**src/rtl/uart_rx_param.sv**
```systemverilog
// rtl/uart_rx_param.sv - parametrised UART receiver with synchroniser, start detect and baud timing
// Optional macro UART_RX_MAJORITY_EN: 2-of-3 vote over rxd_s at every sample point.
module uart_rx_param #(
    parameter int DATA_BITS    = 8,
    parameter int PARITY_MODE  = 0,
    parameter int STOP_BITS    = 1,
    parameter int CLKS_PER_BIT = 16
) (
    input  logic                 clk,
    input  logic                 reset,
    input  logic                 RXD,
    input  logic                 Rx_En_Sig,
    output logic [DATA_BITS-1:0] Rx_Data,
    output logic                 Rx_Done_Sig,
    output logic                 Parity_Err,
    output logic                 Frame_Err,
    output logic                 Busy
);

    localparam int CW = $clog2(CLKS_PER_BIT);
    localparam logic [CW-1:0] HALF_M1 = CW'(CLKS_PER_BIT / 2 - 1);
    localparam logic [CW-1:0] FULL_M1 = CW'(CLKS_PER_BIT - 1);

    typedef enum logic [2:0] {IDLE, START, DATA, PARITY, STOP} state_t;

    state_t               state_q, state_d;
    logic [CW-1:0]        cnt_q, cnt_d;
    logic [3:0]           bit_q, bit_d;
    logic [DATA_BITS-1:0] shift_q, shift_d;
    logic                 perr_acc_q, perr_acc_d;
    logic                 ferr_acc_q, ferr_acc_d;
    logic [DATA_BITS-1:0] rx_data_q, rx_data_d;
    logic                 perr_q, perr_d;
    logic                 ferr_q, ferr_d;
    logic                 done_q, done_d;
    logic                 sync1_q, rxd_s, prev_q;
    logic                 start_det;
    logic                 sample;
    logic                 ferr_now;

    assign start_det = prev_q & ~rxd_s;

`ifdef UART_RX_MAJORITY_EN
    // Two older samples plus the live rxd_s form the 3-sample voting window.
    logic [1:0] hist_q;

    always_ff @(posedge clk or negedge reset) begin
        if (!reset) begin
            hist_q <= 2'b11;
        end else begin
            hist_q <= {hist_q[0], rxd_s};
        end
    end

    assign sample = (hist_q[1] & hist_q[0]) | (hist_q[1] & rxd_s) | (hist_q[0] & rxd_s);
`else
    assign sample = rxd_s;
`endif

    always_comb begin
        state_d    = state_q;
        cnt_d      = cnt_q + 1'b1;
        bit_d      = bit_q;
        shift_d    = shift_q;
        perr_acc_d = perr_acc_q;
        ferr_acc_d = ferr_acc_q;
        rx_data_d  = rx_data_q;
        perr_d     = perr_q;
        ferr_d     = ferr_q;
        done_d     = 1'b0;
        ferr_now   = ferr_acc_q | ~sample;

        if (!Rx_En_Sig) begin
            state_d = IDLE;
            cnt_d   = '0;
        end else begin
            case (state_q)
                IDLE: begin
                    cnt_d = '0;
                    if (start_det) begin
                        state_d    = START;
                        bit_d      = '0;
                        perr_acc_d = 1'b0;
                        ferr_acc_d = 1'b0;
                    end
                end
                START: begin
                    if (cnt_q == HALF_M1) begin
                        cnt_d   = '0;
                        bit_d   = '0;
                        state_d = sample ? IDLE : DATA;
                    end
                end
                DATA: begin
                    if (cnt_q == FULL_M1) begin
                        cnt_d   = '0;
                        shift_d = {sample, shift_q[DATA_BITS-1:1]};
                        if (bit_q == 4'(DATA_BITS - 1)) begin
                            bit_d   = '0;
                            state_d = (PARITY_MODE != 0) ? PARITY : STOP;
                        end else begin
                            bit_d = bit_q + 4'd1;
                        end
                    end
                end
                PARITY: begin
                    if (cnt_q == FULL_M1) begin
                        cnt_d      = '0;
                        bit_d      = '0;
                        // Even: error when total XOR is 1; odd: error when it is 0.
                        perr_acc_d = (^shift_q) ^ sample ^ (PARITY_MODE == 1);
                        state_d    = STOP;
                    end
                end
                STOP: begin
                    if (cnt_q == FULL_M1) begin
                        cnt_d      = '0;
                        ferr_acc_d = ferr_now;
                        if (bit_q == 4'(STOP_BITS - 1)) begin
                            state_d   = IDLE;
                            rx_data_d = shift_q;
                            perr_d    = perr_acc_q;
                            ferr_d    = ferr_now;
                            done_d    = 1'b1;
                        end else begin
                            bit_d = bit_q + 4'd1;
                        end
                    end
                end
                default: begin
                    state_d = IDLE;
                    cnt_d   = '0;
                end
            endcase
        end
    end

    always_ff @(posedge clk or negedge reset) begin
        if (!reset) begin
            state_q <= IDLE;
        end else begin
            state_q <= state_d;
        end
    end

    always_ff @(posedge clk or negedge reset) begin
        if (!reset) begin
            cnt_q      <= '0;
            bit_q      <= '0;
            shift_q    <= '0;
            perr_acc_q <= 1'b0;
            ferr_acc_q <= 1'b0;
            rx_data_q  <= '0;
            perr_q     <= 1'b0;
            ferr_q     <= 1'b0;
            done_q     <= 1'b0;
            sync1_q    <= 1'b1;
            rxd_s      <= 1'b1;
            prev_q     <= 1'b1;
        end else begin
            cnt_q      <= cnt_d;
            bit_q      <= bit_d;
            shift_q    <= shift_d;
            perr_acc_q <= perr_acc_d;
            ferr_acc_q <= ferr_acc_d;
            rx_data_q  <= rx_data_d;
            perr_q     <= perr_d;
            ferr_q     <= ferr_d;
            done_q     <= done_d;
            sync1_q    <= RXD;
            rxd_s      <= sync1_q;
            prev_q     <= rxd_s;
        end
    end

    assign Rx_Data     = rx_data_q;
    assign Rx_Done_Sig = done_q;
    assign Parity_Err  = perr_q;
    assign Frame_Err   = ferr_q;
    assign Busy        = (state_q != IDLE);

endmodule

```
**config.mk**
```make
export PLATFORM = sky130hd
export DESIGN_NAME = uart_rx_param
export DESIGN_NICKNAME = d
export VERILOG_FILES = /design/src/rtl/uart_rx_param.sv
export SDC_FILE = /design/constraint.sdc
export NUM_CORES = 1
export LEC_CHECK = 0
export ABC_CLOCK_PERIOD_IN_PS = 4780
export CAP_MARGIN = 15
export CORE_MARGIN = 10
export CORE_UTILIZATION = 60
export DETAILED_ROUTE_END_ITERATION = 12
export PLACE_DENSITY = 0.89
export SETUP_SLACK_MARGIN = 0.02
export SLEW_MARGIN = 20
export SYNTH_ARGS = -nofsm -noshare
export SYNTH_HDL_FRONTEND = slang
export SYNTH_SLANG_ARGS = --single-unit
```
**constraint.sdc**
```tcl
create_clock -name clk -period 4.78 [get_ports clk]
set_input_delay 0.478 -clock clk [delete_from_list [all_inputs] [get_ports clk]]
set_output_delay 0.478 -clock clk [all_outputs]
set_load 0.02 [all_outputs]
```
==> summary.md <==
| Metric | Value |
|---|---|
| Critical path class | reg2out |
| Global-route wire length before repair | 5.57 mm |
| Final Cell Area | slightly below 2000 µm² |
| Routability cong. | 0.915 |
| Core box area | about 2800 µm² |
| Area post-placement | approximately 1900 µm² |
| Quantity of gates resized following cts | 0 |
| Share of power burned in registers | 0.543 |
| Setup crit end kind | output pin |
| CTS tree | yes |
| 1st-iter DRT viols | between 60 and 70 |
| Leak Pwr | around 0.00091 µW |
| Unrepaired setup endpoints after global routing | no |
| Element type at the critical path start | flip-flop |
| Inst Count DP | between 150 and 200 |
| Synthesis Warnings | 0 |
| Initial Util | 0.632 |
| Comb power frac | 0.192 |
| DRT met1 WL | ~1.4 mm |
| Psw | about 190 µW |
| Rel. slew slack | 0.686 |
| GRT Util Overall | 0.130 |
| IO Count | 16 |
| Total Power | about 600 µW |
| Skew final | approximately 0.013 ns |
| Synthesized area | between 1500 and 2000 µm² |
| Peak VDD IR | 238 µV |
| Post-route antenna net violation count | 0 |
| Drt drc | 0 |
| DIE HEIGHT | between 70 and 80 µm |
| GRT Residual Overflow | 0 |
| Setup violators final | 0 |
| Routed wl met2 | 1.53 mm |
| Synth Area per Inst | between 10 and 15 µm² |
| Drt pass-1 iters | 4 |
| Largest net degree at the start of global routing | 36 |
| Vias per inst | ~6 |
| Critical path peak fanout | 16 |
| Area of the die | roughly 5500 µm² |
| Leading cell types by total area after synthesis | dfrtp_1 (46%), mux2_2 (6.5%), mux2_4 (6.0%) |
| Power per cell area | 304 nW/µm² |
| # H-tree levels | 2 |
| Switch share | 0.314 |
| Synthesis-stage register bit count | 35 |
| Nets | roughly 170 |
| # Post-CTS Setup Buffers | 0 |
| Per-cell routed wire length | between 15 and 20 µm |
| Synth area leader | dfrtp_1 |
| Power share of the clock group | 0.265 |
| Max Buffers Root-to-Sink | 2 |
| Met3 wire len | approximately 240 µm |
| Prevailing post-synth register cell | dfrtp_1 |
| Detail Placement HPWL | 2.25 mm |
| Synth Instances | 143 |
| Fin crit period | approximately 2.4 ns |
| Final period utilization | 0.507 |
| Async S/R FF share, synth | 1.00 |
| Min-Delay Path Class | reg2reg |
| CTS clk-pin slew, worst paths | between 0.1 and 0.15 ns |
| Final setup TNS | 0 ns |
| Uppermost layer routed | met4 |
| Die Wd | between 70 and 80 µm |
| Final hold viol count | 0 |
| Register area share after synthesis | 0.505 |
| Cts bufs inserted | 5 |
| Slew @ Worst Pin | between 0.4 and 0.5 ns |
| Initial antenna violation count | 0 |
| Syn Nets | 150 |
| Max Cap Violations | 0 |
| Num Clock Sinks | 35 |
| Row Count | 19 |
| Fmax | approximately 410 MHz |
| Layout cell share with drive strength beyond 1 | 0.199 |
| Routed WL | 3.22 mm |
| Final Util | 0.708 |
| Cell internal pwr | slightly above 400 µW |
| IO Port Bufs | 15 |
| Required time of the critical path | 4.30 ns |
| Clock Tree Root | clkbuf_4 |
| Count of hold-fix buffers inserted at cts | 0 |
| Share of the synthesized area in the top cell type | 0.460 |
| Max Slew Vio Count | 0 |
| Via Count | roughly 1200 |
| Final Non-Filler Cells | about 190 |
| Arrival @ worst endpoint | between 1.5 and 2 ns |
| Vias in the first global route | around 1200 |
| Status | completed |
| Area growth, synth to finish | 12.1% |
| # diodes | 0 |
| Worst-Skew Late Latency | roughly 0.34 ns |
| Distinct cell type count after synthesis | 46 |
| Post-synth EDFFs | 0 |
| FILL cells | 196 |
[per-stage QoR]
step / setup WS (ns) / hold WS, ns
final: 2.36 / 0.360
after global routing: 2.29 / 0.367
after global placement: 2.51 / 0.347
after CTS: 2.37 / 0.361
after detailed placement: 2.46 / 0.347
after floorplan: 2.81 / 0.182
[synth_stat cells, types with 3 or more instances]
| master | n |
|---|---|
| o21ai_1 | 3 |
| nand2_1 | 5 |
| xor2_1 | 4 |
| inv_1 | 6 |
| mux2_2 | 10 |
| ha_1 | 3 |
| nand2b_1 | 4 |
| nand3_1 | 4 |
| or4_1 | 3 |
| nor2_1 | 7 |
| mux2_4 | 7 |
| o21ai_0 | 3 |
| nand3b_1 | 3 |
| dfrtp_1 | 32 |
| dfstp_2 | 3 |
| nor2b_1 | 3 |
| xnor2_1 | 5 |
[logic make-up (layout without fill, tap and decap cells)]
kind of cell,Yosys count,in the layout,synth area share
AO/OA/AOI/OAI,21,21,0.0905
XOR/XNOR,10,10,0.0582
adder cells (fa/ha/maj),3,3,0.0216
buffers and inverters,12,30,0.0359
flip-flops,35,35,0.505
multiplexers,19,19,0.136
AND/OR/NAND/NOR,43,43,0.152
[sequential cells by signal, indices dropped and copies added, names as in the netlist, 3 cells and up]
signal	count
cnt_q	4
state_q	3
shift_q	8
bit_q	4
Rx_Data	8
[path summary, 6_finish.rpt]
kind,startpoint,end,slack (ns),cells after the start
min in group asynchronous,reset,state_q[0],0.53,2
setup / recovery,state_q[2],Busy,2.36,2
hold reg to reg,sync1_q,rxd_s,0.36,0
hold / removal,sync1_q,rxd_s,0.36,0
setup reg to reg,bit_q[0],Rx_Data[3],2.70,5
max in group asynchronous,reset,rxd_s,3.90,2
[power by group through the flow]
stage	clock [µW]	combinational, µW	sequential, µW
5_1_grt	173	125	324
6_report	157	114	322
3_3_place_gp	0	108	327
4_1_cts	159	114	322
2_1_floorplan	0	91.5	315
3_5_place_dp	0	112	327
[layer usage]
layer,vias up,GRT usage
met4,0,0.0414
li1,551,-
met5,-,0
met3,13,0.0538
met2,36,0.202
met1,566,0.159
[area by class of cell]
class / instances / area, µm² / share of cell area
sequential: 35 / 880 / 0.451
multi-input combinational: 96 / 800 / 0.410
timing repair buffer: 16 / 158 / 0.0808
clock buffer: 6 / 41.3 / 0.0212
tap: 31 / 38.8 / 0.0199
inverter: 6 / 22.5 / 0.0115
clock inverter: 2 / 12.5 / 0.00641
[cells in the final DEF (no fill, tap or decap), types with 4 or more instances in the layout]
cell and n:
dfrtp_1 32, clkdlybuf4s50_1 15, nand3_1 4, inv_1 6, mux2_2 10, clkbuf_4 5
mux2_4 7, nand2_1 5, xor2_1 4, nor2_1 7, nand2b_1 4, xnor2_1 5
[worst max-delay path: stages (launching register included)]
cell	delay, ns
dfrtp_1	0.56
or3_1	0.47
clkdlybuf4s50_1	0.58
(Power assumes the default switching activity.)
